$ cat src/rtl/cursor_ctrl.sv
// Cursor position and blink engine for the VT52 text pipeline.
// Optional macro CURSOR_SAVE_RESTORE_EN adds SAVE/RESTORE of the cursor position.
module cursor_ctrl #(
  parameter int ROW_BITS    = 5,
  parameter int COL_BITS    = 7,
  parameter int ROWS        = 24,
  parameter int COLS        = 80,
  parameter int BLINK_TICKS = 16
) (
  input  logic                clk,
  input  logic                reset,
  input  logic                tick,
  input  logic                blink_enable,
  input  logic                cmd_valid,
  input  logic [3:0]          cmd_op,
  input  logic [COL_BITS-1:0] new_x,
  input  logic [ROW_BITS-1:0] new_y,
  output logic [COL_BITS-1:0] x,
  output logic [ROW_BITS-1:0] y,
  output logic                blink_on,
  output logic                scroll_req
);

  localparam logic [3:0] OP_SET     = 4'd1;
  localparam logic [3:0] OP_UP      = 4'd2;
  localparam logic [3:0] OP_DOWN    = 4'd3;
  localparam logic [3:0] OP_LEFT    = 4'd4;
  localparam logic [3:0] OP_RIGHT   = 4'd5;
  localparam logic [3:0] OP_HOME    = 4'd6;
  localparam logic [3:0] OP_CR      = 4'd7;
  localparam logic [3:0] OP_LF      = 4'd8;
  localparam logic [3:0] OP_SAVE    = 4'd9;
  localparam logic [3:0] OP_RESTORE = 4'd10;

  localparam int CNT_W = (BLINK_TICKS > 1) ? $clog2(BLINK_TICKS) : 1;
  localparam logic [COL_BITS-1:0] X_MAX    = COL_BITS'(COLS - 1);
  localparam logic [ROW_BITS-1:0] Y_MAX    = ROW_BITS'(ROWS - 1);
  localparam logic [CNT_W-1:0]    CNT_LAST = CNT_W'(BLINK_TICKS - 1);

  logic [COL_BITS-1:0] x_nxt;
  logic [ROW_BITS-1:0] y_nxt;
  logic                scroll_nxt;
  logic                cmd_active;
  logic [CNT_W-1:0]    blink_cnt;

`ifdef CURSOR_SAVE_RESTORE_EN
  logic [COL_BITS-1:0] save_x;
  logic [ROW_BITS-1:0] save_y;
`endif

  // Every clamp compares against the visible-area limits, never relying on wrap-around.
  always_comb begin
    x_nxt      = x;
    y_nxt      = y;
    scroll_nxt = 1'b0;
    cmd_active = 1'b0;
    if (cmd_valid) begin
      case (cmd_op)
        OP_SET: begin
          cmd_active = 1'b1;
          x_nxt = (new_x > X_MAX) ? X_MAX : new_x;
          y_nxt = (new_y > Y_MAX) ? Y_MAX : new_y;
        end
        OP_UP: begin
          cmd_active = 1'b1;
          if (y != '0) y_nxt = y - 1'b1;
        end
        OP_DOWN: begin
          cmd_active = 1'b1;
          if (y < Y_MAX) y_nxt = y + 1'b1;
        end
        OP_LEFT: begin
          cmd_active = 1'b1;
          if (x != '0) x_nxt = x - 1'b1;
        end
        OP_RIGHT: begin
          cmd_active = 1'b1;
          if (x < X_MAX) x_nxt = x + 1'b1;
        end
        OP_HOME: begin
          cmd_active = 1'b1;
          x_nxt = '0;
          y_nxt = '0;
        end
        OP_CR: begin
          cmd_active = 1'b1;
          x_nxt = '0;
        end
        OP_LF: begin
          cmd_active = 1'b1;
          if (y < Y_MAX) y_nxt = y + 1'b1;
          else           scroll_nxt = 1'b1;
        end
`ifdef CURSOR_SAVE_RESTORE_EN
        OP_SAVE: begin
          cmd_active = 1'b1;
        end
        OP_RESTORE: begin
          cmd_active = 1'b1;
          x_nxt = save_x;
          y_nxt = save_y;
        end
`endif
        default: begin
          cmd_active = 1'b0;
        end
      endcase
    end
  end

  always_ff @(posedge clk or posedge reset) begin
    if (reset) begin
      x          <= '0;
      y          <= '0;
      scroll_req <= 1'b0;
    end else begin
      x          <= x_nxt;
      y          <= y_nxt;
      scroll_req <= scroll_nxt;
    end
  end

`ifdef CURSOR_SAVE_RESTORE_EN
  always_ff @(posedge clk or posedge reset) begin
    if (reset) begin
      save_x <= '0;
      save_y <= '0;
    end else if (cmd_valid && cmd_op == OP_SAVE) begin
      save_x <= x;
      save_y <= y;
    end
  end
`endif

  // A command restarts the visible phase even if a tick lands on the same edge.
  always_ff @(posedge clk or posedge reset) begin
    if (reset) begin
      blink_cnt <= '0;
      blink_on  <= 1'b1;
    end else if (!blink_enable || cmd_active) begin
      blink_cnt <= '0;
      blink_on  <= 1'b1;
    end else if (tick) begin
      if (blink_cnt == CNT_LAST) begin
        blink_cnt <= '0;
        blink_on  <= ~blink_on;
      end else begin
        blink_cnt <= blink_cnt + 1'b1;
      end
    end
  end

endmodule

$ cat config.mk
export PLATFORM = sky130hd
export DESIGN_NAME = cursor_ctrl
export DESIGN_NICKNAME = d
export VERILOG_FILES = /design/src/rtl/cursor_ctrl.sv
export SDC_FILE = /design/constraint.sdc
export NUM_CORES = 1
export LEC_CHECK = 0
export ABC_AREA = 1
export CORE_MARGIN = 1.5
export CORE_UTILIZATION = 45
export DETAILED_ROUTE_END_ITERATION = 8
export PLACE_DENSITY = 0.74
export RECOVER_POWER = 50
export SYNTH_ARGS = -nofsm -noshare
export SYNTH_HDL_FRONTEND = slang
export SYNTH_SLANG_ARGS = --single-unit
$ cat constraint.sdc
create_clock -name clk -period 4.25 [get_ports clk]
set_input_delay 0.425 -clock clk [delete_from_list [all_inputs] [get_ports clk]]
set_output_delay 0.425 -clock clk [all_outputs]
set_load 0.01 [all_outputs]
==> results.json <==
{
  "pwr_density_cell_nw_per_um2": 336,
  "postCtsResizedCells": 0,
  "critical_path.max_stage_delay_ns": 0.54,
  "worst_setup_path_start_kind": "primary input",
  "vias": 1587,
  "peakVddDrop_mv": 0.157,
  "crit_fanout": 9,
  "critPathTopFamily": "simple AND/OR/NAND/NOR gates",
  "seq_area_um2": 452,
  "clk_root_buffer_cell": "sky130_fd_sc_hd__clkbuf_4",
  "cts-buffers-inserted": 3,
  "overall_track_demand_over_capacity_in_global_routing_pct": 20.5,
  "setup_viol": 0,
  "dominantRegCellSynth": "sky130_fd_sc_hd__dfrtp_1",
  "floorplan.die.height_um": 61.7,
  "diode_insertion_count_for_antenna_repair": 0,
  "num_io_pins": 35,
  "routed_via_density": 5.09,
  "synth_area_leader_cell": "sky130_fd_sc_hd__dfrtp_1",
  "cts_max_path_buffers": 2,
  "antenna_found_initial": 0,
  "clock_power_share_pct": 16.1,
  "power.net_switching_mw": 0.266,
  "synth.avg_cell_area_um2": 6.79,
  "yosys.cell_types.count": 31,
  "finalMaxSlewViolations": 0,
  "crit_path_cell_trace": "clkdlybuf4s50_1, nand2_2, nor2_4, nand2_2, ha_1, inv_1, o31ai_1, a21oi_1, o21ai_0, nand2_1, nand2_1, nand2_1",
  "cts-htree-levels": 1,
  "drcViolationCount": 0,
  "hold_fix_buffers_cts": 0,
  "critical_path_class": "primary input to flop",
  "critical_path.slowest_cell": "sky130_fd_sc_hd__clkdlybuf4s50_1",
  "detail_route.first_pass.iterations": 4,
  "drive_above_1_share_pct": 9.02,
  "initial_cell_density_of_the_core_pct": 46.8,
  "grt_pass1_wl_mm": 5.87,
  "yosysWarnings": 0,
  "hold_path.class": "flop to flop",
  "route.antenna.remaining_nets": 0,
  "critPathBufInv": 2,
  "worst_hold_slack_ns": 0.493,
  "floorplan.rows": 21,
  "synth_area_um2": 1550,
  "final_non_filler_cells": 312,
  "timing.max_cap.violations": 0,
  "grt_overflow": 0,
  "core_area_um2": 3310,
  "grt_pass1_vias": 1308,
  "min_period_ns": 2.40,
  "most_common_cell_in_the_synthesized_netlist": "sky130_fd_sc_hd__nand2_1",
  "synth.net_count": 258,
  "place_inst": 308,
  "synth_seq_area_share_pct": 29.2,
  "clock_tree_from_tritoncts": "built",
  "synth_top_area_share_pct": 27.5,
  "async_flop_share_pct": 100,
  "post_drt_wl_per_cell_um": 11.6,
  "die_area_um2": 3800,
  "p_sw_share_pct": 40.0,
  "critPathArrivalTime_ns": 2.59,
  "final.fill_count": 332,
  "cts.clk_slew.worst_paths_ns": 0.11,
  "timing_hold_violations_final": 0,
  "die-width_um": 61.7,
  "synth-edff-count": 0,
  "synthCells": 228,
  "power.combinational.fraction_pct": 47.3,
  "cts_num_sinks": 18,
  "clk_latency_ns": 0.29,
  "timing.critical_path.mode_cell": "sky130_fd_sc_hd__nand2_1",
  "drt_iter0_markers": 51,
  "intPower_mw": 0.399,
  "post_cts_buffers": 0,
  "area_delta_synth_final_pct": 27.9,
  "worst_relative_slew_slack_pct": 52.9,
  "timing.setup.tns_ns": 0,
  "synth.top_cells.by_count": "51 x sky130_fd_sc_hd__nand2_1, 31 x sky130_fd_sc_hd__inv_1, 23 x sky130_fd_sc_hd__nor2_1",
  "clock.fmax_ghz": 0.417,
  "outcome": "completed",
  "share_seq_of_total_power_pct": 36.5,
  "multiInputGateArea_um2": 956,
  "gp_congestion": 1.02,
  "synth.top_cells.by_area": "sky130_fd_sc_hd__dfrtp_1 27%, sky130_fd_sc_hd__nand2_1 12%, sky130_fd_sc_hd__inv_1 7.5%, sky130_fd_sc_hd__ha_1 6.5%, sky130_fd_sc_hd__nand3_1 6.5%",
  "pin_count_of_the_biggest_net_entering_global_routing": 19,
  "rsz0062_at_grt": "no",
  "detail_route.wirelength_mm": 3.62,
  "final_min_period_over_clock_period_pct": 56.4,
  "post-dp-hpwl_mm": 2.98,
  "critPathRequiredTime_ns": 4.44,
  "totalPowerFinal_mw": 0.665,
  "standby_leakage_power_nw": 1.01,
  "final.setup_skew_ns": 0.00618,
  "transition_at_the_pin_with_the_smallest_max_transition_slack_ns": 0.705,
  "placement.io_buffers": 34,
  "yosys_register_bits": 18,
  "design.final.nets": 297,
  "cp-end-kind": "flop"
}
==> through the flow <==
step / util [%] / cell area (um2) / setup slack (ns)
final: 59.8 / 1980 / 1.85
after global routing: 59.8 / 1980 / 1.67
after CTS: 59.9 / 1980 / 1.89
after detailed placement: 58.8 / 1950 / 1.57
after global placement: 58.8 / 1950 / 1.63
after floorplan: - / 1550 / 2.33
==> logic make-up after synthesis <==
group                      after synthesis  share of synthesized area (%)
adders and majority gates                9                           7.75
xor gates and xnor gates                 5                           2.83
buffers and inverters                   37                           8.97
muxes                                    1                          0.646
AOI/OAI and AO/OA                       40                           15.1
DFF                                     18                           29.2
and+or+nand+nor                        118                           35.5
==> final timing paths <==
check / endpoint / slack, ns / cells after the start / start
worst max register to register: x[4] / 2.35 / 8 / x[0]
worst min register to register: blink_on / 0.49 / 2 / blink_on
max in group asynchronous: blink_cnt[3] / 3.13 / 2 / reset
min in group asynchronous: scroll_req / 0.67 / 2 / reset
worst max-delay path: x[4] / 1.85 / 12 / cmd_op[2]
worst min-delay path: blink_on / 0.49 / 2 / blink_on
==> cell type report <==
class,count,share of cell area (%)
multi-input cells,173,48.3
inverters,37,7.01
well taps,46,2.91
flip-flops and latches,18,22.8
clock buffers,4,1.83
repair buffers,34,17.2
==> state kept, by name, indices dropped and copies added, names as in the netlist <==
signal / cells
x: 7
y: 5
blink_cnt: 4
blink_on: 1
scroll_req: 1
==> power by group through the flow <==
stage	clock (mW)	combinational [mW]	sequential, mW
6_report	0.107	0.315	0.243
5_1_grt	0.118	0.360	0.249
4_1_cts	0.110	0.317	0.242
3_5_place_dp	0	0.316	0.245
3_3_place_gp	0	0.312	0.246
2_1_floorplan	0	0.190	0.248
==> layer usage <==
metal	share of wire, %	up-vias	track usage (%)
met4	0.72	0	4.56
met1	49	717	30.3
met2	46	44	32.5
li1	-	824	-
met3	4.8	2	1.68
met5	0	-	0
==> layout by cell type, fill, tap and decap left out, types with 3 or more instances in the layout <==
cell	synthesis	routed
sky130_fd_sc_hd__nor3_1	4	4
sky130_fd_sc_hd__nand2_1	51	51
sky130_fd_sc_hd__inv_2	5	5
sky130_fd_sc_hd__a21oi_1	9	9
sky130_fd_sc_hd__dfrtp_1	17	17
sky130_fd_sc_hd__inv_1	31	31
sky130_fd_sc_hd__nand3_1	20	20
sky130_fd_sc_hd__nand4_1	4	4
sky130_fd_sc_hd__o21ai_0	19	19
sky130_fd_sc_hd__a31oi_1	3	3
sky130_fd_sc_hd__ha_1	8	8
sky130_fd_sc_hd__dlygate4sd3_1	0	5
sky130_fd_sc_hd__nand2_2	4	4
sky130_fd_sc_hd__clkbuf_4	0	3
sky130_fd_sc_hd__xor2_1	5	5
sky130_fd_sc_hd__nor2_1	23	24
sky130_fd_sc_hd__clkdlybuf4s50_1	0	29
==> worst reg2reg max path, stage by stage (launching register included) <==
cell,delay (ns)
sky130_fd_sc_hd__dfrtp_1,0.50
sky130_fd_sc_hd__inv_1,0.13
sky130_fd_sc_hd__fa_1,0.48
sky130_fd_sc_hd__o31ai_1,0.34
sky130_fd_sc_hd__a21oi_1,0.10
sky130_fd_sc_hd__o21ai_0,0.09
sky130_fd_sc_hd__nand2_1,0.07
sky130_fd_sc_hd__nand2_1,0.06
sky130_fd_sc_hd__nand2_1,0.05
No activity file was read; power rests on OpenSTA's default activity.
